File: src/rtl/adder_share_pkg.sv
// Shared types and helpers for the adder-sharing arbiter.
// Latency: none (declarations only).
// Backpressure: not applicable.
// Contents: FSM state enum, statistics counter width, round-robin pointer wrap.
package adder_share_pkg;

  typedef enum logic [1:0] {
    ST_IDLE = 2'd0,
    ST_EXEC = 2'd1,
    ST_RESP = 2'd2
  } state_t;

  localparam int STAT_W = 8;

  // Pointer to the requester after `id`, wrapping modulo n.
  function automatic int rr_next(input int id, input int n);
    return (id + 1 >= n) ? 0 : id + 1;
  endfunction

endpackage

File: src/rtl/adder_share_arb_rr_arbiter.sv
// Round-robin arbiter: one-hot grant for the first active request at or after ptr.
// Latency: purely combinational.
// Backpressure: none; gnt is all-zero when no request is active.
// Ports:
//   req    in  NUM_REQ          active requests
//   ptr    in  $clog2(NUM_REQ)  highest-priority index for this search
//   gnt    out NUM_REQ          one-hot grant (zero if no request)
//   gnt_id out $clog2(NUM_REQ)  index of the granted request (0 if none)
module rr_arbiter #(
  parameter  int NUM_REQ = 4,
  localparam int ID_W    = $clog2(NUM_REQ)
) (
  input  logic [NUM_REQ-1:0] req,
  input  logic [ID_W-1:0]    ptr,
  output logic [NUM_REQ-1:0] gnt,
  output logic [ID_W-1:0]    gnt_id
);

  always_comb begin
    logic            found;
    logic [ID_W-1:0] idx;
    gnt    = '0;
    gnt_id = '0;
    found  = 1'b0;
    idx    = '0;
    // Walk NUM_REQ positions starting at ptr; the first active one wins.
    for (int k = 0; k < NUM_REQ; k++) begin
      idx = ID_W'((int'(ptr) + k) % NUM_REQ);
      if (!found && req[idx]) begin
        found    = 1'b1;
        gnt[idx] = 1'b1;
        gnt_id   = idx;
      end
    end
  end

endmodule

File: src/rtl/adder_share_arb.sv
// Time-shares one external combinational adder among NUM_REQ requesters, round-robin.
// Latency: grant edge N -> sum captured and rsp_valid high after edge N+1 (one EXEC cycle).
// Backpressure: response held until rsp_ready; no new grant is issued while a response is pending.
// Ports:
//   clk, rst_n                 clock, async active-low reset
//   req_valid/req_ready        per-requester handshake (req_ready one-hot, only in IDLE)
//   req_a/req_b                packed operands, requester i at [i*DATA_W +: DATA_W]
//   add_a/add_b/add_sum        to/from the shared adder
//   rsp_valid/rsp_ready        response handshake
//   rsp_id/rsp_sum             owner id and registered DATA_W+1 bit sum
// Optional (ADDER_SHARE_ARB_STATS_EN): grant_cnt (8 bits per requester), carry_cnt,
// both saturating at 255.
module adder_share_arb
  import adder_share_pkg::*;
#(
  parameter  int NUM_REQ = 4,
  parameter  int DATA_W  = 4,
  localparam int ID_W    = $clog2(NUM_REQ)
) (
  input  logic                      clk,
  input  logic                      rst_n,
  input  logic [NUM_REQ-1:0]        req_valid,
  output logic [NUM_REQ-1:0]        req_ready,
  input  logic [NUM_REQ*DATA_W-1:0] req_a,
  input  logic [NUM_REQ*DATA_W-1:0] req_b,
  output logic [DATA_W-1:0]         add_a,
  output logic [DATA_W-1:0]         add_b,
  input  logic [DATA_W:0]           add_sum,
  output logic                      rsp_valid,
  input  logic                      rsp_ready,
  output logic [ID_W-1:0]           rsp_id,
  output logic [DATA_W:0]           rsp_sum
`ifdef ADDER_SHARE_ARB_STATS_EN
  ,
  output logic [NUM_REQ*STAT_W-1:0] grant_cnt,
  output logic [STAT_W-1:0]         carry_cnt
`endif
);

  state_t              state, state_nxt;
  logic [NUM_REQ-1:0]  gnt;
  logic [ID_W-1:0]     gnt_id;
  logic [ID_W-1:0]     rr_ptr;
  logic [ID_W-1:0]     cur_id;
  logic                grant_fire;

  rr_arbiter #(.NUM_REQ(NUM_REQ)) u_arb (
    .req    (req_valid),
    .ptr    (rr_ptr),
    .gnt    (gnt),
    .gnt_id (gnt_id)
  );

  assign grant_fire = (state == ST_IDLE) && (|req_valid);

  // State register
  always_ff @(posedge clk or negedge rst_n) begin
    if (!rst_n) state <= ST_IDLE;
    else        state <= state_nxt;
  end

  // Next-state logic
  always_comb begin
    state_nxt = state;
    case (state)
      ST_IDLE: if (|req_valid) state_nxt = ST_EXEC;
      ST_EXEC: state_nxt = ST_RESP;
      ST_RESP: if (rsp_ready) state_nxt = ST_IDLE;
      default: state_nxt = ST_IDLE;
    endcase
  end

  // Outputs: the arbiter result is only exposed while idle.
  always_comb begin
    req_ready = '0;
    if (state == ST_IDLE) req_ready = gnt;
  end

  // Operand capture, pointer update and response registers.
  always_ff @(posedge clk or negedge rst_n) begin
    if (!rst_n) begin
      add_a     <= '0;
      add_b     <= '0;
      cur_id    <= '0;
      rr_ptr    <= '0;
      rsp_valid <= 1'b0;
      rsp_id    <= '0;
      rsp_sum   <= '0;
    end else begin
      if (grant_fire) begin
        add_a  <= req_a[int'(gnt_id)*DATA_W +: DATA_W];
        add_b  <= req_b[int'(gnt_id)*DATA_W +: DATA_W];
        cur_id <= gnt_id;
        rr_ptr <= ID_W'(rr_next(int'(gnt_id), NUM_REQ));
      end
      // The adder is combinational: add_sum is already valid in EXEC.
      if (state == ST_EXEC) begin
        rsp_sum   <= add_sum;
        rsp_id    <= cur_id;
        rsp_valid <= 1'b1;
      end
      if (state == ST_RESP && rsp_ready) rsp_valid <= 1'b0;
    end
  end

`ifdef ADDER_SHARE_ARB_STATS_EN
  always_ff @(posedge clk or negedge rst_n) begin
    if (!rst_n) begin
      grant_cnt <= '0;
      carry_cnt <= '0;
    end else begin
      if (grant_fire && (grant_cnt[int'(gnt_id)*STAT_W +: STAT_W] != {STAT_W{1'b1}}))
        grant_cnt[int'(gnt_id)*STAT_W +: STAT_W] <=
          grant_cnt[int'(gnt_id)*STAT_W +: STAT_W] + STAT_W'(1);
      if ((state == ST_EXEC) && add_sum[DATA_W] && (carry_cnt != {STAT_W{1'b1}}))
        carry_cnt <= carry_cnt + STAT_W'(1);
    end
  end
`endif

endmodule
File: config.mk
export PLATFORM = sky130hd
export DESIGN_NAME = adder_share_arb
export DESIGN_NICKNAME = d
export VERILOG_FILES = /design/src/rtl/adder_share_pkg.sv /design/src/rtl/adder_share_arb_rr_arbiter.sv /design/src/rtl/adder_share_arb.sv
export SDC_FILE = /design/constraint.sdc
export NUM_CORES = 1
export LEC_CHECK = 0
export ABC_CLOCK_PERIOD_IN_PS = 2750
export BUFFER_PORTS_ARGS = -buffer_cell sky130_fd_sc_hd__buf_2
export CAP_MARGIN = 20
export CORE_MARGIN = 2
export CORE_UTILIZATION = 43
export DETAILED_ROUTE_END_ITERATION = 10
export PLACE_DENSITY = 0.73
export SETUP_SLACK_MARGIN = 0.15
export SYNTH_ARGS = -nofsm -noshare
export SYNTH_HDL_FRONTEND = slang
export SYNTH_HIERARCHICAL = 1
export SYNTH_SLANG_ARGS = --single-unit
File: constraint.sdc
create_clock -name clk -period 2.75 [get_ports clk]
set_input_delay 0.1375 -clock clk [delete_from_list [all_inputs] [get_ports clk]]
set_output_delay 0.1375 -clock clk [all_outputs]
set_load 0.05 [all_outputs]
; Word-level counts from Yosys, hierarchy flattened
; Index checks and enable logic that the tools add are counted.
; W data, S select, Z words.
[totals]
reg_bits = 22
latch_bits = 0
ramBits = 0
romBits = 0
inputBits = 44
elab_cells = 80
memories = 0
[op_classes]
addsub = 4
multipliers = 0
div_mod_pow = 0
n_lt_le_gt_ge = 9
n_eq_ne = 4
shifts = 2
mux = 34
bitwise = 3
reduce_logical = 16
[op_table]
columns = op, n
row1 = $shiftx A16 B5 Y4, 2
row2 = $mux W4, 5
row3 = $mux W2, 7
row4 = $mux W1, 13
row5 = $lt A2 B3 Y1 const B, 4
row6 = $or A4 B4 Y4, 3
row7 = $logic_and A1 B1 Y1, 9
row8 = $bmux W1 S2, 4
row9 = $demux W1 S2, 4
row10 = $ge A2 B1 Y1 const B, 4
row11 = $pmux W2 S3, 1
row12 = $add A2 B2 Y2 const B, 2
row13 = $reduce_or A4 Y1, 1
row14 = $add A2 B1 Y3 const B, 1
row15 = $ge A3 B3 Y1 const B, 1
row16 = $logic_not A1 Y1, 3
row17 = $add A2 B1 Y2 const B, 1
row18 = $eq A2 B1 Y1 const B, 1
row19 = $eq A2 B2 Y1 const B, 1
row20 = $logic_not A2 Y1, 1
row21 = $ne A2 B1 Y1 const B, 1
row22 = $ne A2 B2 Y1 const B, 1
row23 = $reduce_and A2 Y1, 1
row24 = $reduce_bool A2 Y1, 1

; Longest topological paths before layout
; Gate-level depths: netlist of run 1.
[depth]
ltp_word = 15
depth_mapped = 11

; By module
; The synthesis of run 1 kept the hierarchy.
[modules_own_cells]
columns = module, n_inst, cells_per_inst, area_each_um2, seq_area_each_um2
row1 = adder_share_arb, 1, 69, 1082.3, 550.5
row2 = rr_arbiter, 1, 65, 489.2, 0.0

; Worst setup path after synthesis of run 1
; No wires, ideal clock.
[synth_timing]
kind = reg2reg
startpoint = register rr_ptr[0]
endpoint = register add_a[0]
setup_ps = 125
arrival_ps = 2799
required_ps = 2625
setup_slack_ps = -174
path_stages_with_launch = 11
synth_period_minus_slack_ps = 2924
cell_sequence = dfrtp_1 -> buf_6 -> buf_2 -> inv_1 -> ha_1 -> o21ai_0 -> o31ai_1 -> o31a_1 -> buf_6 -> mux4_2 -> mux2_4
[synth_via]
elab_chain_len = 13
word_cells_on_any_way = 25
[synth_lines]
columns = element, line_no
row1 = from (decl), adder_share_arb.sv:43  ; logic [ID_W-1:0] rr_ptr;
row2 = from (signal assigned), adder_share_arb.sv:94  ; rr_ptr <= ID_W'(rr_next(int'(gnt_id), NUM_REQ));
row3 = "parallel branches: the longest is 11 deep, another holds $add A2 B1 Y2", -
row4 = $mux W2 (*), adder_share_arb_rr_arbiter.sv:29  ; if (!found && req[idx]) begin
row5 = named net gnt_id[0], adder_share_arb.sv:42  ; logic [ID_W-1:0] gnt_id;
row6 = $shiftx A16 B5 Y4 (*), adder_share_arb.sv:91  ; add_a <= req_a[int'(gnt_id)*DATA_W +: DATA_W];
row7 = to (signal assigned), adder_share_arb.sv:91
row8 = to (decl), adder_share_arb.sv:26  ; output logic [DATA_W-1:0] add_a,
; Mark *: on every way through the listed nets, which the timed path passes. The select of a mux whose other input is x is not followed.
; A chain may end at the register's enable or synchronous reset.

; Worst setup path after layout of run 1
[layout_timing]
startpoint = register rr_ptr[0]
endpoint = register add_b[3]
[layout_via]
elab_chain_len = 13
word_cells_on_any_way = 25
[layout_lines]
columns = element, line_no
row1 = "parallel branches: the longest is 11 deep, another holds $add A2 B1 Y2", -
row2 = $mux W2 (*), adder_share_arb_rr_arbiter.sv:29
row3 = named net gnt_id[0], adder_share_arb.sv:42
row4 = $shiftx A16 B5 Y4 (*), adder_share_arb.sv:92  ; add_b <= req_b[int'(gnt_id)*DATA_W +: DATA_W];
row5 = to (signal assigned), adder_share_arb.sv:92
row6 = to (decl), adder_share_arb.sv:27  ; output logic [DATA_W-1:0] add_b,
; Marks and branches as above.

==> results of run 1 <==
where the power goes:
part / leakage, uW / switching (uW) / internal, uW
clock network: 0.0000279 / 103 / 147
logic: 0.000741 / 1350 / 1210
registers: 0.000258 / 115 / 500
total: 0.00103 / 1570 / 1850
timing repair:
item,in CTS,in global routing
resized for setup,4,24
setup buffers,1,3
cloned,0,2
endpoints found under the setup margin,11,12
hold buffers,1,0
hold endpoints to repair,22,0
pin swaps,2,3
through the flow:
stage / total power, uW / worst slack (ps) / util [%] / hold slack (ps)
5_1_grt: 3642 / 35.71 / 64.43 / 35.91
3_3_place_gp: 2748 / -84.47 / 57.95 / 113.9
6_report: 3420 / 146.2 / 64.43 / 8.596
2_1_floorplan: 2355 / 71.77 / - / -158.1
4_1_cts: 3133 / 131.9 / 60.62 / 6.468
3_5_place_dp: 2841 / -260.4 / 57.95 / 125.7
area by class of cell:
type / instances / area (sq um) / area share (%)
sequential: 22 / 551.8 / 25.07
tap: 46 / 57.56 / 2.615
clock inverter: 1 / 30.03 / 1.364
inverter: 4 / 17.52 / 0.7959
clock buffer: 3 / 22.52 / 1.023
multi-input combinational: 98 / 1036 / 47.07
timing repair buffer: 79 / 485.5 / 22.06
layout by cell type, fill, tap and decap left out, types with 4 or more instances in the layout:
master    count
a221o_2       4
and2_1        4
buf_2        59
buf_4        14
clkbuf_4      4
dfrtp_1      21
ha_1          5
mux2_2       11
mux2_4        8
mux4_2       12
nand2_1      11
nand2b_1      4
nor2_1        4
o21ai_0       6
critical path, cell delays in order, from the launching register on:
cell and delay, ps:
dfrtp_2 460, inv_4 50, ha_4 260, mux4_2 320, inv_2 90, buf_6 90
nor2_2 30, o31a_1 340, buf_12 160, mux4_2 420, mux2_4 280
cells by family (layout without fill, tap and decap cells):
logic type	count (synthesis)	in the layout	synth area share, %
adder cells (fa/ha/maj)	6	6	4.777
multiplexers	32	33	30.89
buffers and inverters	15	87	5.572
AND/OR/NAND/NOR	35	35	13.06
flip-flops	22	22	35.03
AO/OA/AOI/OAI	24	24	10.67
final timing paths:
path                       slack [ps]              startpoint  depth (start not counted)                     end
max in group asynchronous        2080                   rst_n                          2   rr_ptr[0]$_DFFE_PN0P_
max                               150   rr_ptr[0]$_DFFE_PN0P_                         10    add_b[3]$_DFFE_PN0P_
min reg2reg                       520  rsp_sum[1]$_DFFE_PN0N_                          1  rsp_sum[1]$_DFFE_PN0N_
max reg2reg                       150   rr_ptr[0]$_DFFE_PN0P_                         10    add_b[3]$_DFFE_PN0P_
min                                 9               rsp_ready                          2    state[1]$_DFFE_PN0P_
min in group asynchronous         300                   rst_n                          2  rsp_sum[2]$_DFFE_PN0N_
sequential cells by signal (all words and copies together), names as in the netlist:
name and count:
add_a 4, add_b 4, cur_id 2, rr_ptr 2
rsp_id 2, rsp_sum 5, rsp_valid 1, state 2
Yosys cell counts (all sizes together):
master,count
buf,7
a22o,1
nor3b,2
nor4,1
o31a,1
ha,6
nand2b,4
nand2,11
nor2,5
o31ai,1
nor2b,1
a31oi,2
or3,1
dfrtp,22
and3b,2
a32o,1
and2,4
a21oi,3
clkbuf,4
a211oi,1
inv,4
mux4,11
o21ai,9
a221o,4
nor3,2
or2,2
o21bai,1
mux2i,2
mux2,19
layer usage:
metal | track usage [%] | wire (um)
met2 | 34.38 | 2018
met3 | 3.299 | 204
met5 | 0 | 0
met1 | 22.59 | 1652
met4 | 5.319 | 40
==> impl_metrics.env, run 1 <==
export IMPL_tightest_slew_ps=495.5
export IMPL_fillerInstances=263
export IMPL_yosysUniqueCellTypes=34
export IMPL_netlist_area_sq_um=1572
export IMPL_cts_tree="yes"
export IMPL_worst_path_max_fanout=6
export IMPL_grt_overflow_total=0
export IMPL_rsz0062_at_grt="true"
export IMPL_yosysSeqAreaShare_pct=35.03
export IMPL_place_area_sq_um=1979
export IMPL_clock_latency_ps=310
export IMPL_synth_area_per_cell_sq_um=11.73
export IMPL_path_clk_slew_ps=130
export IMPL_crit_path_end_kind="flop"
export IMPL_drt_wl_total_mm=3.915
export IMPL_synthTopCellsByArea="dfrtp_1 35%, mux4_2 16%, mux2_2 13%"
export IMPL_die_h_um=64.46
export IMPL_max_slew_margin_pct=66.96
export IMPL_drt_pass1_iter_count=4
export IMPL_dieArea_sq_um=4154
export IMPL_root_buffer="clkbuf_4"
export IMPL_die_w_um=64.46
export IMPL_fin_crit_sh_pct=94.68
export IMPL_setup_tns_ps=0
export IMPL_synth_seq_cells=22
export IMPL_cp_data_arrival_time_ps=2820
export IMPL_antenna_found_initial=0
export IMPL_dp_cells=242
export IMPL_drt_vias_per_instance=5.336
export IMPL_yosysTopAreaCell="dfrtp_1"
export IMPL_skew_ps=6.422
export IMPL_dr_total_vias=1350
export IMPL_cts_buffer_depth=2
export IMPL_drv_slew=0
export IMPL_crit_path_start_kind="flop"
export IMPL_n_antenna_cell=0
export IMPL_vdd_drop_max_uv=1115
export IMPL_cts_made_buffers=3
export IMPL_drc=0
export IMPL_powerDensity_nw_per_um2=1554
export IMPL_grt_max_degree=23
export IMPL_fin_crit_ps=2604
export IMPL_synthCells=134
export IMPL_cts_sinks=22
export IMPL_yosysTopAreaCellShare_pct=35.03
export IMPL_grt_total_usage_pct=18.77
export IMPL_status="finished, final reports clean"
export IMPL_fmax_mhz=384.1
export IMPL_core_area_sq_um=3416
export IMPL_drt_iter0_drc=77
export IMPL_start_util_pct=46.01
export IMPL_io_buffers=63
export IMPL_dpl_hpwl_mm=2.765
export IMPL_yosys_warnings=6
export IMPL_area_growth_syn_to_layout_pct=40.05
export IMPL_grt_pass1_wl_mm=6.078
export IMPL_num_io_pins=64
export IMPL_layout_drive_gt1_share_pct=63.77
export IMPL_fin_area_sq_um=2201
export IMPL_syn_nets=184
export IMPL_avgRoutedWirePerCell_um=15.47
export IMPL_fin_nets=258
export IMPL_rows=21
export IMPL_antenna_left=0
export IMPL_drv_cap=0
export IMPL_hold_viol=0
export IMPL_required_ps=2960
export IMPL_finalSetupViolCount=0
export IMPL_p_leak_uw=0.001027
export IMPL_hold_class="primary input to flop"
export IMPL_crit_type="flop to flop"
export IMPL_fin_cells=253
export IMPL_h_tree_depth=1
export IMPL_grt_pass1_vias=1357
export IMPL_gp_routability_congestion=0.8209
Power figures use the tool's default switching activity.
==> inputs of run 2 (changes only) <==
Settings changed: PLACE_DENSITY 0.73 to 0.83.
==> run 2 against run 1 <==
  * Final area shrank 2.5%
  * Cell count shrank 0.40%
  * Non-clock buffer count is the same
  * Maximum frequency shrank 0.89%
  * Sequential power is essentially flat
  * Largest cell class unchanged
  * Largest power group unchanged
==> impl_metrics.env, run 2 (synthesized netlist as in run 1, its figures left out) <==
export IMPL_drc=0
export IMPL_dpl_hpwl_mm=2.697
export IMPL_drt_wl_total_mm=3.807
export IMPL_n_antenna_cell=0
export IMPL_drt_vias_per_instance=5.552
export IMPL_cpMaxStageDelayCell="mux4_2"
export IMPL_cts_sinks=22
export IMPL_most_common_layout_cells="61 x buf_2, 21 x dfrtp_1, 14 x buf_4, 13 x mux2_2"
export IMPL_drv_slew=0
export IMPL_skew_ps=4.778
export IMPL_reg2reg_depth=9
export IMPL_grt_pass1_wl_mm=5.796
export IMPL_powerDensity_nw_per_um2=1554
export IMPL_drt_iter0_drc=23
export IMPL_cts_buffer_depth=2
export IMPL_die_w_um=64.46
export IMPL_holdPathStages=2
export IMPL_rows=21
export IMPL_max_slew_margin_pct=22.76
export IMPL_drv_cap=0
export IMPL_crit_type="flop to flop"
export IMPL_cts_made_buffers=3
export IMPL_regMostFlops="rsp_sum"
export IMPL_cpPeakStageDelay_ps=490
export IMPL_grt_total_usage_pct=17.68
export IMPL_pwr_share_clk_pct=7.2
export IMPL_gp_routability_congestion=0.8839
export IMPL_seqPwrFrac_pct=18.3
export IMPL_root_buffer="clkbuf_4"
export IMPL_antenna_found_initial=0
export IMPL_layout_drive_gt1_share_pct=62.14
export IMPL_dp_cells=241
export IMPL_crit_path_start_kind="flop"
export IMPL_grt_use_met2_pct=32.94
export IMPL_multi_input_area_sq_um=989.7
export IMPL_die_h_um=64.46
export IMPL_num_io_pins=64
export IMPL_cp_data_arrival_time_ps=2830
export IMPL_grt_busiest_layer="met2"
export IMPL_r2r_start="rr_ptr[0]$_DFFE_PN0P_"
export IMPL_fin_crit_ps=2627
export IMPL_hold_class="primary input to flop"
export IMPL_rsz0062_at_grt="true"
export IMPL_mostFrequentLayoutCell="buf_2"
export IMPL_core_area_sq_um=3416
export IMPL_crit_chain="inv_4, ha_4, buf_6, o21ai_0, o31ai_2, o31a_1, clkbuf_16, mux4_2, mux2_4"
export IMPL_drt_pass1_iter_count=4
export IMPL_largest_reg_flops=5
export IMPL_io_buffers=63
export IMPL_path_buf_inv=3
export IMPL_antenna_left=0
export IMPL_start_util_pct=46.01
export IMPL_cp_top_family="multiplexers"
export IMPL_tightest_slew_ps=1152
export IMPL_seqCellArea_sq_um=551.8
export IMPL_power_switching_uw=1540
export IMPL_swShare_pct=46.17
export IMPL_crit_path_end_kind="flop"
export IMPL_fin_cells=252
export IMPL_required_ps=2950
export IMPL_vdd_drop_max_uv=999.9
export IMPL_hold_end="rsp_sum[3]$_DFFE_PN0N_"
export IMPL_finalSetupViolCount=0
export IMPL_clock_latency_ps=300
export IMPL_path_clk_slew_ps=120
export IMPL_hold_start="add_sum[3]"
export IMPL_status="finished, final reports clean"
export IMPL_grt_overflow_total=0
export IMPL_cts_tree="yes"
export IMPL_avgRoutedWirePerCell_um=15.11
export IMPL_dr_total_vias=1399
export IMPL_hold_viol=0
export IMPL_fmax_mhz=380.6
export IMPL_fillerInstances=280
export IMPL_grt_pass1_vias=1338
export IMPL_rrSetupSlack_ps=120
export IMPL_gr_usage_met3_pct=3.125
export IMPL_r2r_end="add_a[2]$_DFFE_PN0P_"
export IMPL_place_area_sq_um=1972
export IMPL_grt_util_met1_pct=20.87
export IMPL_fin_crit_sh_pct=95.53
export IMPL_grt_max_degree=23
export IMPL_pwr_share_comb_pct=74.5
export IMPL_worst_path_max_fanout=5
export IMPL_largestRegisters="rsp_sum x5, add_a x4, add_b x4"
export IMPL_p_int_uw=1795
export IMPL_area_growth_syn_to_layout_pct=36.54
export IMPL_fin_area_sq_um=2146
export IMPL_dieArea_sq_um=4154
export IMPL_h_tree_depth=1
export IMPL_fin_nets=257
export IMPL_p_leak_uw=0.001009
export IMPL_power_uw=3335
export IMPL_timing_hold_ws_ps=57.81
[run 2: final cells by class]
class                           instances  share of cell area (%)
Timing Repair Buffer                   79                   22.22
Multi-Input combinational cell         97                   46.12
Clock buffer                            3                   1.050
Sequential cell                        22                   25.71
Tap cell                               46                   2.682
Clock inverter                          1                   1.399
Inverter                                4                  0.8163
[run 2: power groups by stage]
stage | logic (uW) | registers [uW] | clock network (uW)
6_report | 2480 | 611 | 240
5_1_grt | 2650 | 635 | 262
3_3_place_gp | 2140 | 603 | 0
4_1_cts | 2240 | 608 | 245
2_1_floorplan | 1330 | 1030 | 0
3_5_place_dp | 2200 | 611 | 0
[run 2: layer usage]
metal	vias up	part of all wire, %
li1	646	-
met1	671	37
met2	78	55
met3	4	7.3
met4	0	0.66
met5	-	0
[run 2: through the flow]
step | worst slack [ps] | TNS (ps) | util, %
final | 122.9 | 0 | 62.82
after global routing | 69.67 | 0 | 62.82
after CTS | 152.5 | 0 | 60.37
after detailed placement | -135.5 | -1110 | 57.73
after global placement | -55.11 | -447.8 | 57.73
after floorplan | 71.77 | 0 | -
[run 2: how the worst max path moves through the flow]
stage	start	end	slack, ps	cells past startpoint
2_1_floorplan	rr_ptr[0]$_DFFE_PN0P_	add_a[0]$_DFFE_PN0P_	70	11
3_3_place_gp	rr_ptr[0]$_DFFE_PN0P_	add_a[2]$_DFFE_PN0P_	-60	8
3_5_place_dp	rr_ptr[0]$_DFFE_PN0P_	add_b[1]$_DFFE_PN0P_	-140	8
4_1_cts	rr_ptr[0]$_DFFE_PN0P_	add_b[1]$_DFFE_PN0P_	150	10
5_1_grt	rr_ptr[0]$_DFFE_PN0P_	add_b[0]$_DFFE_PN0P_	70	10
6_report	rr_ptr[0]$_DFFE_PN0P_	add_a[2]$_DFFE_PN0P_	120	9
[run 2: timing repair]
item                                    CTS  global route
endpoints found under the setup margin   10            12
gates cloned                              0             1
setup buffers                             2             3
resized for setup                         4            12
pin swaps                                 2             1
hold endpoints to repair                 22             0
hold buffers                              1             0
